### config.mk
export PLATFORM = sky130hd
export DESIGN_NAME = mlab_fifo_ctrl
export DESIGN_NICKNAME = d
export VERILOG_FILES = /design/src/rtl/mlab_fifo_pkg.sv /design/src/rtl/mlab_fifo_commit_dly.sv /design/src/rtl/mlab_fifo_ctrl.sv
export SDC_FILE = /design/constraint.sdc
export NUM_CORES = 1
export LEC_CHECK = 0
export CAP_MARGIN = 20
export CELL_PAD_IN_SITES_DETAIL_PLACEMENT = 0
export CELL_PAD_IN_SITES_GLOBAL_PLACEMENT = 1
export CORE_ASPECT_RATIO = 1.2
export CORE_MARGIN = 8
export CORE_UTILIZATION = 50
export DETAILED_ROUTE_END_ITERATION = 8
export DONT_BUFFER_PORTS = 1
export PLACE_DENSITY_LB_ADDON = 0.3
export SYNTH_ARGS = -nofsm -noshare
export SYNTH_HDL_FRONTEND = slang
export SYNTH_SLANG_ARGS = --single-unit
### constraint.sdc
create_clock -name clk -period 5.8 [get_ports clk]
set_input_delay 0.29 -clock clk [delete_from_list [all_inputs] [get_ports clk]]
set_output_delay 0.29 -clock clk [all_outputs]
set_load 0.01 [all_outputs]
### src/rtl/mlab_fifo_pkg.sv
// Shared constants and types for the MLAB-slice FIFO controller.
package mlab_fifo_pkg;

  // Slice geometry and timing
  localparam int ADDR_WIDTH  = 5;
  localparam int DEPTH       = 1 << ADDR_WIDTH;
  localparam int WR_LAT      = 3;   // accepted push -> entry readable via rdaddr
  localparam int RD_LAT      = 1;   // registered slice read output
  localparam int SLICE_WIDTH = 20;  // data width of the storage slice

  typedef logic [ADDR_WIDTH-1:0] ptr_t;
  typedef logic [ADDR_WIDTH:0]   cnt_t;

  localparam cnt_t DEPTH_CNT = cnt_t'(DEPTH);

  // Sticky error flags reported to the host
  typedef struct packed {
    logic parity;
    logic overflow;
    logic underflow;
  } err_flags_t;

  // Pointer advance with natural power-of-two wrap
  function automatic ptr_t ptr_inc(input ptr_t p);
    return p + ptr_t'(1);
  endfunction

endpackage

### src/rtl/mlab_fifo_commit_dly.sv
// Delay line that turns an accepted push into a commit pulse once the
// slice's write pipeline has landed the word in memory.
module mlab_fifo_commit_dly
  import mlab_fifo_pkg::*;
#(
  parameter int STAGES = WR_LAT
) (
  input  logic clk,
  input  logic sclr,
  input  logic in_pulse,
  output logic out_pulse
);

  logic [STAGES-1:0] shift_d;
  logic [STAGES-1:0] shift_q;

  // Next shift contents: new pulse enters stage 0, others move up one
  always_comb begin
    shift_d    = shift_q;
    shift_d[0] = in_pulse;
    for (int i = 1; i < STAGES; i++) begin
      shift_d[i] = shift_q[i-1];
    end
  end

  // Shift register with synchronous clear
  always_ff @(posedge clk) begin
    if (sclr) begin
      shift_q <= '0;
    end else begin
      shift_q <= shift_d;
    end
  end

  assign out_pulse = shift_q[STAGES-1];

endmodule

### src/rtl/mlab_fifo_ctrl.sv
// Controller for one 32x20 MLAB storage slice: pointers, occupancy,
// show-ahead output valid, and sticky error flags.
module mlab_fifo_ctrl
  import mlab_fifo_pkg::*;
(
  input  logic                  clk,
  input  logic                  sclr,
  input  logic                  push,
  output logic                  in_ready,
  output logic                  mem_we,
  output logic [ADDR_WIDTH-1:0] mem_wraddr,
  output logic [ADDR_WIDTH-1:0] mem_rdaddr,
  output logic                  out_valid,
  input  logic                  pop,
  output logic [ADDR_WIDTH:0]   used_words,
  output logic                  full,
  output logic                  empty,
  input  logic                  parity_err_in,
  output logic                  parity_err,
  output logic                  overflow,
  output logic                  underflow
);

  ptr_t       wr_ptr_q, wr_ptr_d;
  ptr_t       rd_ptr_q, rd_ptr_d;
  cnt_t       used_q, used_d;
  cnt_t       avail_q, avail_d;     // committed, unpopped entries
  logic       out_valid_q, out_valid_d;
  err_flags_t err_q, err_d;

  logic push_acc;
  logic pop_acc;
  logic commit;

  // Flags come from registered occupancy only, so a same-cycle pop never
  // opens room for a push.
  assign full     = (used_q == DEPTH_CNT);
  assign empty    = (used_q == '0);
  assign in_ready = ~full;

  assign push_acc = push & in_ready & ~sclr;
  assign pop_acc  = pop & out_valid_q;

  // Accepted pushes become readable WR_LAT cycles later
  mlab_fifo_commit_dly #(
    .STAGES (WR_LAT)
  ) u_commit_dly (
    .clk       (clk),
    .sclr      (sclr),
    .in_pulse  (push_acc),
    .out_pulse (commit)
  );

  // Next-state for pointers, counters, valid and sticky flags
  always_comb begin
    wr_ptr_d = push_acc ? ptr_inc(wr_ptr_q) : wr_ptr_q;
    rd_ptr_d = pop_acc  ? ptr_inc(rd_ptr_q) : rd_ptr_q;

    used_d = used_q;
    case ({push_acc, pop_acc})
      2'b10:   used_d = used_q + cnt_t'(1);
      2'b01:   used_d = used_q - cnt_t'(1);
      default: used_d = used_q;
    endcase

    avail_d = avail_q;
    case ({commit, pop_acc})
      2'b10:   avail_d = avail_q + cnt_t'(1);
      2'b01:   avail_d = avail_q - cnt_t'(1);
      default: avail_d = avail_q;
    endcase

    // Head is valid next cycle whenever anything committed remains
    out_valid_d = (avail_d != '0);

    err_d           = err_q;
    err_d.parity    = err_q.parity    | (parity_err_in & pop_acc);
    err_d.overflow  = err_q.overflow  | (push & full);
    err_d.underflow = err_q.underflow | (pop & ~out_valid_q);
  end

  // State registers with synchronous clear
  always_ff @(posedge clk) begin
    if (sclr) begin
      wr_ptr_q    <= '0;
      rd_ptr_q    <= '0;
      used_q      <= '0;
      avail_q     <= '0;
      out_valid_q <= 1'b0;
      err_q       <= '0;
    end else begin
      wr_ptr_q    <= wr_ptr_d;
      rd_ptr_q    <= rd_ptr_d;
      used_q      <= used_d;
      avail_q     <= avail_d;
      out_valid_q <= out_valid_d;
      err_q       <= err_d;
    end
  end

  // Slice addressing: look one ahead on a pop so the registered slice
  // output already holds the new head next cycle; a stalled head keeps
  // the same address and therefore a stable output.
  assign mem_we     = push_acc;
  assign mem_wraddr = wr_ptr_q;
  assign mem_rdaddr = pop_acc ? ptr_inc(rd_ptr_q) : rd_ptr_q;

  assign out_valid  = out_valid_q;
  assign used_words = used_q;
  assign parity_err = err_q.parity;
  assign overflow   = err_q.overflow;
  assign underflow  = err_q.underflow;

endmodule

==> reports/results.txt, run 1 <==
The number of antenna violations at the first check in global routing is 0. In the routed design, unresolved DRC markers number 0. In this run, synthesis produced a sequential element count of 29.

The signal on the critical path passes through or4_1, or3b_4, and2_4, nor2b_1, inv_1, ha_1, ha_1, a21o_1, a21oi_1, nand4b_1, nand4_1, xnor2_1, nor2_1. Once the clock tree was built, the setup fixing pass inserted 0 buffers. The tools report the largest clock skew in the final design as 0.00413 ns.

The run gives 5500 µm as the wire length of the first global-routing pass. The number of gates resized after CTS was 0. The number of iterations in the first detailed-routing pass was 4; the die span in y was 78.9 µm.

The run finished with clean final reports. Minimum setup slack among reg-to-reg paths: 2.40 ns. Highest fanout seen on the critical path: 7. CTS placed an instance of sky130_fd_sc_hd__clkbuf_8 at the clock tree root. Static timing analysis puts the maximum clock frequency at 294 MHz.

The predominant post-synthesis flop cell is sky130_fd_sc_hd__dfxtp_1. At the pin with the least slew margin, the transition time is 0.461 ns. Summed over all nets, the half-perimeter wirelength after detailed placement is 2340 µm. The total negative slack for setup checks came out at 0 ns. Setup repair after global routing left no endpoint under its margin.

The worst path buffer plus inverter count was 1. In this run the tool buffered the top-level ports with 0 buffer cells. The tools report the number of filler instances in the final layout as 323.

The share of flip-flops with an asynchronous set or reset is 0. The number of global-route vias before repair is 1231. In this design, the critical path's most frequently occurring cell is sky130_fd_sc_hd__ha_1. The relative slew slack is 0.693.

The tools report the endpoint of the lowest-slack register-to-register path as used_words[5]. Counting flops with a built-in enable in the synthesized netlist gives 0. Share of the yosys chip area belonging to registers: 0.352.

Launching point of the worst reg2reg path: used_words[2]. The die width came out at 68.4 µm. Following the worst setup path forward leads to its endpoint at used_words[5]. At the worst endpoint, the arrival time is 3.57 ns. The number of failing setup endpoints in the final timing report was 0; the logic depth of the worst setup path including buffers was 13.

Path category of the worst min-delay check: input pin to flip-flop. The first routing iteration left 78 violations. The number of buffers between clock root and the deepest sink came out at 2.

Entering global routing, the biggest net connects 31 pins. The tools report the total clock buffers created by CTS as 5. Dividing the synthesized area by the synthesized cell count gives 8.58 µm². The max-slew violation count was 0; the total of hold buffers inserted after clock tree synthesis was 0.

STA classifies the critical path startpoint as a flip-flop. Post-layout utilization of the core: 0.533. The run gives 3210 µm as the routed wire length. The number of nets handed over by synthesis was 208. The biggest cell delay along the critical path works out to 0.58 ns.

In this run the core area contains 23 standard-cell rows. After technology mapping, the gate count stands at 192. The per-cell routed wire length came out at 14.2 µm. The library cell contributing the largest single delay on the critical path is sky130_fd_sc_hd__or4_1. Synthesis instantiated 45 different standard cells from the library. The count of synthesis-stage warnings from yosys is 0, and the max-cap violation count is 0. The repair_antennas step left the layout with diodes totalling 0. The residual overflow from global routing came out at 0. The aggregate global-route resource usage is 0.129, and the final period demand of the worst path is 3.40 ns. For the final net count, the log shows 204.

Largest delay contributor family on the critical path: simple AND/OR/NAND/NOR gates. The share of layout cells above drive strength 1 was 0.0688. The largest area contributor in the netlist was sky130_fd_sc_hd__dfxtp_1. The via count is 1273.

Using the TritonRoute via totals, the vias-per-cell ratio works out to 5.63. The die covers 0.00540 mm². IR analysis of the VDD net gives a maximum drop of 0.000223 V.

The depth of the worst register-to-register path is 13, and the leakage power of the design is 0.000750 µW. Endpoint type of the worst setup path: a flip-flop. The starting density of the core was 0.507; the critical path data required time was 5.97 ns.

In the post-synthesis netlist, the biggest area contributors are sky130_fd_sc_hd__dfxtp_1 35%, sky130_fd_sc_hd__ha_1 7.6%, sky130_fd_sc_hd__nor2_1 6.4%, sky130_fd_sc_hd__xnor2_1 5.3%, sky130_fd_sc_hd__xor2_1 4.8%. The critical path starts at used_words[2]. Final weighted congestion in routability-driven placement: 0.869.

The post-route clock period utilization was 0.587; the final-report hold violation count was 0. The total area inside the core boundary comes to 0.00325 mm². Relative to the synthesized area, the layout overhead comes to 5.16%.

Counting every sink on the clock net gives 29. The I/O pin count came out at 29. The type of the worst setup path is flip-flop to flip-flop. The logs give 0.00165 mm² for the netlist area before placement and 2 for the level count of the clock H-tree.

The count of nets left with antenna violations once routing finished came out at 0. TritonCTS built the clock tree. The clock reaches the later pin of the worst-skew pair after 0.27 ns. Dividing total power by cell area gives a power density of 405 mW/mm². The fraction of synthesized cell area taken by the top area cell type is 0.352, and the clock transition at the registers of the reported paths is 0.06 ns.
## synth_stat cells, drive strengths merged (2+ instances only)
| master | n |
|---|---|
| nor2 | 28 |
| a31oi | 3 |
| xor2 | 9 |
| nand4 | 4 |
| clkbuf | 5 |
| o21ai | 2 |
| ha | 10 |
| o32a | 2 |
| nor2b | 9 |
| nand2 | 6 |
| xnor2 | 10 |
| nor3 | 4 |
| inv | 12 |
| nand3 | 4 |
| mux2i | 4 |
| nand2b | 5 |
| buf | 6 |
| a21o | 4 |
| dfxtp | 29 |
| or4 | 2 |
| a21oi | 13 |
| o21a | 2 |
## per-layer routing
layer  GRT usage  wire length [µm]  up-vias
met1       0.148              1380      590
met3      0.0534               200        8
met5           0                 0        -
met4      0.0637                79        0
met2       0.198              1550       30
li1            -                 -      645
## per-stage QoR
step                      area, µm²  power, µW  setup WS (ns)  cells  hold WS (ns)
after floorplan                1650        489           2.55    192         0.375
after global placement         1630        519           2.48    218         0.366
after detailed placement       1630        527           2.38    218         0.368
after CTS                      1730        712           2.36    226        0.0700
after global routing           1730        756           2.24    226        0.0592
final                          1730        702           2.40    226        0.0774
## layout make-up
| class | instances | area (µm²) | share of cell area |
|---|---|---|---|
| Multi-Input combinational cell | 140 | 960 | 0.554 |
| Sequential cell | 29 | 581 | 0.335 |
| Clock buffer | 7 | 96.3 | 0.0556 |
| Tap cell | 37 | 46.3 | 0.0267 |
| Inverter | 12 | 45.0 | 0.0260 |
| Clock inverter | 1 | 5.00 | 0.00289 |
## worst register-to-register path, cell delays in order, from the launching register on
cell and delay [ns]:
sky130_fd_sc_hd__dfxtp_1 0.37, sky130_fd_sc_hd__or4_1 0.58, sky130_fd_sc_hd__or3b_4 0.45, sky130_fd_sc_hd__and2_4 0.20
sky130_fd_sc_hd__nor2b_1 0.18, sky130_fd_sc_hd__inv_1 0.07, sky130_fd_sc_hd__ha_1 0.29, sky130_fd_sc_hd__ha_1 0.29
sky130_fd_sc_hd__a21o_1 0.18, sky130_fd_sc_hd__a21oi_1 0.23, sky130_fd_sc_hd__nand4b_1 0.15, sky130_fd_sc_hd__nand4_1 0.11
sky130_fd_sc_hd__xnor2_1 0.15, sky130_fd_sc_hd__nor2_1 0.05
## kinds of logic after synthesis
| kind of cell | Yosys count | share of synthesized area |
|---|---|---|
| and+or+nand+nor | 72 | 0.228 |
| adders and majority gates | 11 | 0.0881 |
| buffers and inverters | 23 | 0.0653 |
| DFF | 29 | 0.352 |
| xor gates and xnor gates | 19 | 0.101 |
| muxes | 5 | 0.0311 |
| AOI/OAI and AO/OA | 33 | 0.134 |
## flip-flops by register name (all words and copies together) (netlist names)
signal and cells:
underflow 1, mem_wraddr 5, u_commit_dly.shift_q 3, overflow 1, rd_ptr_q 5, avail_q 6
used_words 6, parity_err 1, out_valid 1
## power breakdown
group,switching (µW),leakage (µW),internal [µW]
registers,53.3,0.000236,231
logic,131,0.000459,107
clock network,73.5,0.0000542,107
total,257,0.000750,445
## how the worst min path moves through the flow
stage	from	to	slack (ns)	cells past startpoint
after detailed placement	sclr	rd_ptr_q[4]	0.37	1
after global placement	sclr	rd_ptr_q[3]	0.37	1
final	sclr	mem_wraddr[4]	0.08	1
after global routing	sclr	rd_ptr_q[1]	0.06	1
after floorplan	sclr	avail_q[5]	0.37	1
after CTS	sclr	rd_ptr_q[4]	0.07	1
## cells in the final DEF, fill, tap and decap left out, types with 5 or more instances in the layout
cell type and count:
sky130_fd_sc_hd__a21oi_1 13, sky130_fd_sc_hd__clkbuf_8 7, sky130_fd_sc_hd__dfxtp_1 29, sky130_fd_sc_hd__ha_1 10
sky130_fd_sc_hd__inv_1 12, sky130_fd_sc_hd__nand2_1 6, sky130_fd_sc_hd__nand2b_1 5, sky130_fd_sc_hd__nor2_1 28
sky130_fd_sc_hd__nor2b_1 9, sky130_fd_sc_hd__xnor2_1 10, sky130_fd_sc_hd__xor2_1 9
(Power assumes the default switching activity.)
==> run 2, diff against run 1 <==
--- a/config.mk
+++ b/config.mk
@@ -5,12 +5,13 @@
 export SDC_FILE = /design/constraint.sdc
 export NUM_CORES = 1
 export LEC_CHECK = 0
+export ABC_AREA = 1
 export CAP_MARGIN = 20
 export CELL_PAD_IN_SITES_DETAIL_PLACEMENT = 0
 export CELL_PAD_IN_SITES_GLOBAL_PLACEMENT = 1
 export CORE_ASPECT_RATIO = 1.2
 export CORE_MARGIN = 8
-export CORE_UTILIZATION = 50
+export CORE_UTILIZATION = 40
 export DETAILED_ROUTE_END_ITERATION = 8
 export DONT_BUFFER_PORTS = 1
 export PLACE_DENSITY_LB_ADDON = 0.3
==> constraint.sdc (replaced) <==
create_clock -name clk -period 3.1 [get_ports clk]
set_input_delay 0.155 -clock clk [delete_from_list [all_inputs] [get_ports clk]]
set_output_delay 0.155 -clock clk [all_outputs]
set_load 0.01 [all_outputs]
==> run 2 against run 1 <==
Compared with the run above: global-route usage decreased by 0.70 points; synthesized cell count is 25% higher; design area up 7.9%; first-iteration DRC count down 32%; clock skew shrank 0.0021 ns; critical path depth stayed put; sequential share of layout area shrank 2.5 points; sequential power rose by 93%; largest cell class unchanged.
==> reports/results.txt, run 2 <==
The maximum resistive drop on vdd was 0.000659 V; the total nets after synthesis was 256. For the share of power burned in combinational logic, the log shows 0.390. The slew at the pin closest to its max-slew limit is 0.715 ns, and the final net count is 261. The relative slew slack was 0.522. The share of the yosys chip area belonging to registers came out at 0.344.

The root buffer cell chosen for the clock tree is sky130_fd_sc_hd__clkbuf_8. Setup repair after global routing left no endpoint under its margin. Summed over all nets, the switching power comes to 615 µW. By area the synthesized netlist is led by sky130_fd_sc_hd__dfxtp_1 34%, sky130_fd_sc_hd__nand2_1 11%, sky130_fd_sc_hd__inv_1 10%, sky130_fd_sc_hd__ha_1 7.4%, sky130_fd_sc_hd__a21oi_1 5.6%.

Die width: 75.3 µm. In the routed design, unresolved DRC markers number 0. Pin placement for this block handled 29 I/O pins. The synthesized flop and latch total is 29.

The tools report the sequential share of power as 0.352. The library cell used most frequently in the layout, excluding fill and tap cells, is sky130_fd_sc_hd__nand2_1. The share of layout cells above drive strength 1 was 0.102. The total power divided by cell area was 833 mW/mm². Between clock sinks in the finished design, the worst skew comes to 0.00200 ns. In this run the worst path has a maximum fanout of 7. The worst path in the final design needs a cycle of 2.63 ns, including I/O delays and setup. After the first detailed-routing iteration, the DRC count stood at 53. At the worst endpoint, the arrival time is 2.80 ns. The share of flip-flops with an asynchronous set or reset is 0.

The sum of internal, switching and leakage power is 1560 µW, and the netlist area before placement is 0.00169 mm². The fraction of synthesized cell area taken by the top area cell type was 0.344; the count of input and output buffers was 0. The internal portion of the total power is 944 µW. Clock transition at the registers of the reported paths: 0.06 ns. The post-placement setup slack came out at 0.458 ns.

The cell count after synthesis was 240; the post-route clock period utilization was 0.849. Once placement finished, the instance area stood at 0.00174 mm². Using the TritonRoute via totals, the vias-per-cell ratio works out to 4.63. Max-cap violations in this run came to 0. Timing would allow up to 380 MHz. Final-report hold violation count: 0.

The area of the core was 0.00416 mm²; the pin count of the biggest net entering global routing was 20. The final instance count without filler cells was 302. The top cell types in the final layout, fill and taps aside, are 50 x sky130_fd_sc_hd__nand2_1, 46 x sky130_fd_sc_hd__inv_1, 29 x sky130_fd_sc_hd__dfxtp_1.

CTS built an H-tree with a depth of 2. The critical path is of the flip-flop to flip-flop type. The count of synthesis-stage warnings from yosys was 0; the critical path data required time was 3.27 ns. In this run the remaining antenna-violating nets after routing total 0.

The number of filler instances in the final layout is 457. Clock insertion delay at the later pin of the skew report: 0.27 ns. In this run the post-CTS setup repair buffer count came out at 0.

The routed wire length is 3530 µm, and the total clock buffers created by CTS is 5. Predominant post-synthesis flop cell: sky130_fd_sc_hd__dfxtp_1. sky130_fd_sc_hd__dfxtp_1 takes more of the synthesized area than any other cell.

The congestion estimate from routability-driven global placement came to 0.778. The share of total power consumed by net switching works out to 0.395. The area of all placed cells without fillers came out at 0.00187 mm². The die covers 0.00657 mm². The number of buffers between clock root and the deepest sink was 2; the diode insertion count for antenna repair was 0. Detailed placement ended at an HPWL of 2700 µm. The number of antenna violations at the first check in global routing was 0. The area growth from synthesis to layout is 10.7%. Clock tree synthesis found a total of 29 sinks. By instance count, the leading cell after synthesis is sky130_fd_sc_hd__nand2_1. The path class of the tightest hold or removal check is input pin to flip-flop.

The number of global-route vias before repair was 1390. After synthesis, the most frequently instantiated cells are 50 x sky130_fd_sc_hd__nand2_1, 46 x sky130_fd_sc_hd__inv_1, 29 x sky130_fd_sc_hd__dfxtp_1. The clock power share was 0.257; the number of failing setup endpoints in the final timing report was 0. The tools report the critical path launch point type as a flip-flop. The per-cell routed wire length came out at 11.7 µm.

For the max-slew violation count, the log shows 0. The number of placed instances with taps included came out at 293. After synthesis, the mean cell area works out to 7.04 µm². The first global-routing pass estimated 6200 µm of wire. The number of enable flip-flop cells after synthesis was 0; the residual overflow from global routing was 0.

The floorplan step set the die height to 87.2 µm. The total negative slack for setup checks is 0 ns. TritonCTS built the clock tree.

The aggregate global-route resource usage came out at 0.122. STA classifies the critical path endpoint as a flip-flop. In the post-route analysis, the smallest setup slack over all paths is 0.467 ns. In this run the core area contains 26 standard-cell rows. In this run, distinct cell masters in the synthesized netlist total 25.

The run gives 0.406 as the starting density of the core. Summed over all cells, the static leakage comes to 0.000925 µW. For the via count, the log shows 1397. The run finished with clean final reports.

The number of iterations in the first detailed-routing pass came out at 4.
-- run 2: changes by cell type in the layout (fill, tap and decap cells not counted), moves of 5 or more --
cell	change
sky130_fd_sc_hd__a21oi_1	+6
sky130_fd_sc_hd__inv_1	+34
sky130_fd_sc_hd__nand2_1	+44
sky130_fd_sc_hd__nand2b_1	-5
sky130_fd_sc_hd__nand3_1	+7
sky130_fd_sc_hd__nor2_1	-7
sky130_fd_sc_hd__nor2b_1	-9
sky130_fd_sc_hd__o21ai_0	+9
-- run 2: final timing paths --
kind | startpoint | to | slack, ns | cells past startpoint
hold reg to reg | u_commit_dly.shift_q[1] | u_commit_dly.shift_q[2] | 0.40 | 2
hold / removal | parity_err_in | parity_err | 0.02 | 2
setup reg to reg | used_words[1] | used_words[4] | 0.47 | 13
setup / recovery | used_words[1] | used_words[4] | 0.47 | 13
-- run 2: repair_timing --
action | CTS | global route
hold buffers | 1 | 0
resized for setup | 0 | 0
hold endpoints to repair | 19 | 0
-- run 2: through the flow --
step | util | hold slack, ns
6_report | 0.449 | 0.0214
5_1_grt | 0.449 | 0.0281
4_1_cts | 0.449 | 0.00638
3_5_place_dp | 0.419 | 0.230
3_3_place_gp | 0.419 | 0.228
2_1_floorplan | - | 0.299
-- run 2: critical path: stages, from the launching register on --
cell,delay [ns]
sky130_fd_sc_hd__dfxtp_1,0.37
sky130_fd_sc_hd__inv_1,0.14
sky130_fd_sc_hd__nand4_2,0.16
sky130_fd_sc_hd__nor3_4,0.26
sky130_fd_sc_hd__nor2_2,0.07
sky130_fd_sc_hd__nand2_2,0.13
sky130_fd_sc_hd__ha_1,0.32
sky130_fd_sc_hd__inv_1,0.09
sky130_fd_sc_hd__fa_1,0.41
sky130_fd_sc_hd__o21ai_0,0.17
sky130_fd_sc_hd__a21oi_1,0.09
sky130_fd_sc_hd__xnor2_1,0.12
sky130_fd_sc_hd__o21ai_0,0.13
sky130_fd_sc_hd__inv_1,0.05
-- run 2: final cells by class --
type,count,area (µm²),share of cell area
clock buffers,7,86.3,0.0462
well taps,56,70.1,0.0375
flip-flops and latches,29,581,0.310
multi-input cells,157,898,0.480
inverters,50,188,0.100
clock inverters,1,30.0,0.0161
repair buffers,2,17.5,0.00936
-- run 2: metal layers --
layer  up-vias  track usage  wire length [µm]
met1       619        0.128              1480
met4         0       0.0560                44
met5         -            0                 0
li1        752            -                 -
met2        22        0.212              1830
met3         4       0.0380               178
-- run 2: logic make-up after synthesis --
logic type	Yosys count	synth area share
AO/OA/AOI/OAI	31	0.0926
flip-flops	29	0.344
buffers and inverters	54	0.124
adder cells (fa/ha/maj)	11	0.0859
AND/OR/NAND/NOR	101	0.281
XOR/XNOR	14	0.0726
-- run 2: power groups by stage --
| stage | sequential (µW) | combinational, µW | clock, µW |
|---|---|---|---|
| 5_1_grt | 564 | 704 | 431 |
| 3_3_place_gp | 560 | 613 | 0 |
| 6_report | 549 | 609 | 401 |
| 2_1_floorplan | 536 | 516 | 0 |
| 4_1_cts | 552 | 618 | 415 |
| 3_5_place_dp | 561 | 608 | 0 |
==> run 3, diff against run 2 <==
--- a/config.mk
+++ b/config.mk
@@ -5,13 +5,13 @@
 export SDC_FILE = /design/constraint.sdc
 export NUM_CORES = 1
 export LEC_CHECK = 0
-export ABC_AREA = 1
+export ABC_AREA = 0
 export CAP_MARGIN = 20
 export CELL_PAD_IN_SITES_DETAIL_PLACEMENT = 0
 export CELL_PAD_IN_SITES_GLOBAL_PLACEMENT = 1
 export CORE_ASPECT_RATIO = 1.2
 export CORE_MARGIN = 8
-export CORE_UTILIZATION = 40
+export CORE_UTILIZATION = 42
 export DETAILED_ROUTE_END_ITERATION = 8
 export DONT_BUFFER_PORTS = 1
 export PLACE_DENSITY_LB_ADDON = 0.3
==> constraint.sdc (replaced) <==
create_clock -name clk -period 2.32 [get_ports clk]
set_input_delay 0.116 -clock clk [delete_from_list [all_inputs] [get_ports clk]]
set_output_delay 0.116 -clock clk [all_outputs]
set_load 0.01 [all_outputs]
==> run 3 against run 2 <==
Compared with the run above: the flow now finishes with violations (negative hold slack, negative setup slack); setup slack got worse by 0.96 ns; fmax fell by 6.2%; hold slack lost 0.10 ns; critical endpoint is now used_words[3]; largest power group unchanged.
==> reports/results.txt, run 3 (synthesis gave the netlist of run 1 again) <==
Counting the fill cells in the layout gives 371. For the worst-skew pair, the clock arrives at the later sink with an insertion delay of 0.27 ns. The launching point of the worst reg2reg path was used_words[1]. The maximum resistive drop on vdd is 0.000498 V.

The post-route clock period utilization came out at 1.21. Type of the worst setup path: flip-flop to flip-flop. Along the worst path, the maximum fanout reaches 4. After clock tree synthesis, the clock-pin slew on the worst setup and hold paths is 0.06 ns. The area of the core is 0.00385 mm². The area growth from synthesis to final layout is 31.2%.

In the final layout, flip-flops and latches occupy 588 µm². The worst-case hold slack came out at -0.0819 ns. The top cell types in the final layout, fill and taps aside, are 28 x sky130_fd_sc_hd__nor2_1, 27 x sky130_fd_sc_hd__dfxtp_1, 23 x sky130_fd_sc_hd__buf_4. Setup violations remaining at the end of the flow were counted as 5.

Entering global routing, the biggest net connects 31 pins. The final period demand of the worst path came out at 2.81 ns. Before antenna repair, the detailed router went through 4 iterations. The relative slew slack was 0.713. The max-slew violation count was 0.

Across the run, the number of max-cap violations was 0. The die is 84.6 µm tall. The per-cell routed wire length came out at 14.3 µm. The worst hold path terminates at used_words[5]. After the first detailed-routing iteration, the DRC count stood at 39. Based on the critical path, the design can be clocked at up to 356 MHz. The final reports fail on negative hold slack, negative setup slack. The depth of the worst register-to-register path is 14, and the largest clock skew in the final design is 0.00576 ns.

The worst path arrival time was 2.98 ns; the diode insertion count for antenna repair was 0. In this run, post-CTS hold repair placed 14 buffers. The cell depth of the worst min-delay path works out to 1.

Level count of the clock H-tree: 2. The launching element of the worst setup path was used_words[1]. The total overflow left after global routing is 0.

Detailed placement finished with a half-perimeter wire length of 2810 µm. TritonCTS built the clock tree. STA classifies the critical path endpoint as a flip-flop. The I/O pin count was 29; the total power divided by cell area was 934 mW/mm².

The startpoint of the worst hold path was sclr. The tools report the slack of the critical path as -0.488 ns. At the pin with the least slew margin, the transition time is 0.427 ns. In the routed design, unresolved DRC markers number 0. In this run the critical register-to-register path is captured at used_words[3]. The floorplan step set the die width to 73.2 µm. The die covers 0.00619 mm².

The completed layout was analyzed and its total power is 2020 µW. Summing all multi-input logic gate instances after layout gives 0.00105 mm². The final weighted congestion in routability-driven placement is 0.757.

Input and output buffers added on the ports amount to 0. The logs give -0.482 ns for the post-placement setup slack and 25 for the floorplan row count. Number of buffers between clock root and the deepest sink: 2.

Counting every sink on the clock net gives 29. The net count of the finished layout is 241. Setup repair after global routing could not meet its margin everywhere. The most frequent standard cell in the layout excluding fill and tap cells was sky130_fd_sc_hd__nor2_1. For the worst setup path, the data required time is 2.49 ns. Final-report hold violation count: 14. The min-delay analysis places its worst path in the category input pin to flip-flop. In this run the static leakage power is 0.000965 µW. TritonCTS created 5 clock buffers. The critical path launch point type was a flip-flop. Share of layout cells above drive strength 1: 0.243. The flow ran to the end, but the final reports show violations. The first global-routing pass estimated 6840 µm of wire. For the starting density of the core, the log shows 0.428. The aggregate global-route resource usage is 0.138, and the number of antenna violations at the first check in global routing is 0. The per-cell via count in the routed design is 5.08.

Setup slack on the worst reg-to-reg path comes out at -0.49 ns. In this run the remaining antenna-violating nets after routing total 0. For the number of global-route vias before repair, the log shows 1503. Clock tree root buffer cell: sky130_fd_sc_hd__clkbuf_8. The routed wire length was 4010 µm. Across all layers, the routed design uses 1422 vias.
[run 3: per-stage QoR]
| step | instances | setup TNS, ns | area, µm² | hold slack (ns) | util |
|---|---|---|---|---|---|
| after floorplan | 192 | -2.78 | 1740 | 0.201 | - |
| after global placement | 257 | -1.80 | 1890 | 0.191 | 0.492 |
| after detailed placement | 257 | -2.09 | 1890 | 0.194 | 0.492 |
| after CTS | 280 | -2.17 | 2140 | -0.104 | 0.556 |
| after global routing | 280 | -2.72 | 2160 | -0.118 | 0.562 |
| final | 280 | -2.10 | 2160 | -0.0819 | 0.562 |
[run 3: power by group]
group,switching (µW),internal (µW)
logic,461,465
registers,91.8,585
clock network,175,241
total,728,1290
[run 3: area by class of cell]
| cell class | count | area share |
|---|---|---|
| multi-input combinational | 140 | 0.488 |
| sequential | 29 | 0.272 |
| timing repair buffer | 37 | 0.145 |
| clock buffer | 8 | 0.0417 |
| tap | 54 | 0.0313 |
| inverter | 12 | 0.0220 |
[run 3: worst max-delay path by stage]
stage               slack (ns)             to
floorplan                -0.65  used_words[5]
global placement         -0.41  used_words[4]
detailed placement       -0.48  used_words[5]
CTS                      -0.50  used_words[5]
global route             -0.61  used_words[3]
finish                   -0.49  used_words[3]
[run 3: what timing repair did]
item,4_1_cts,5_1_grt
setup endpoints to repair,5,10
resized for setup,1,7
pin swaps,0,10
setup buffers,1,1
hold endpoints to repair,27,14
[run 3: critical path, cell delays in order, from the launching register on]
cell	delay, ns
sky130_fd_sc_hd__dfxtp_4	0.34
sky130_fd_sc_hd__or4_4	0.53
sky130_fd_sc_hd__or3b_4	0.39
sky130_fd_sc_hd__and2_4	0.15
sky130_fd_sc_hd__nor2b_4	0.12
sky130_fd_sc_hd__inv_2	0.05
sky130_fd_sc_hd__ha_4	0.15
sky130_fd_sc_hd__ha_4	0.19
sky130_fd_sc_hd__a21o_1	0.16
sky130_fd_sc_hd__a21oi_2	0.17
sky130_fd_sc_hd__buf_4	0.15
sky130_fd_sc_hd__xnor2_2	0.10
sky130_fd_sc_hd__nor2_1	0.05
sky130_fd_sc_hd__a21oi_1	0.11
sky130_fd_sc_hd__nor2_1	0.05
[run 3: routing by layer]
layer | up-vias | track usage | wire length, µm
met4 | 0 | 0.0529 | 56
li1 | 720 | - | -
met3 | 6 | 0.0513 | 224
met1 | 671 | 0.131 | 1440
met5 | - | 0 | 0
met2 | 25 | 0.258 | 2280
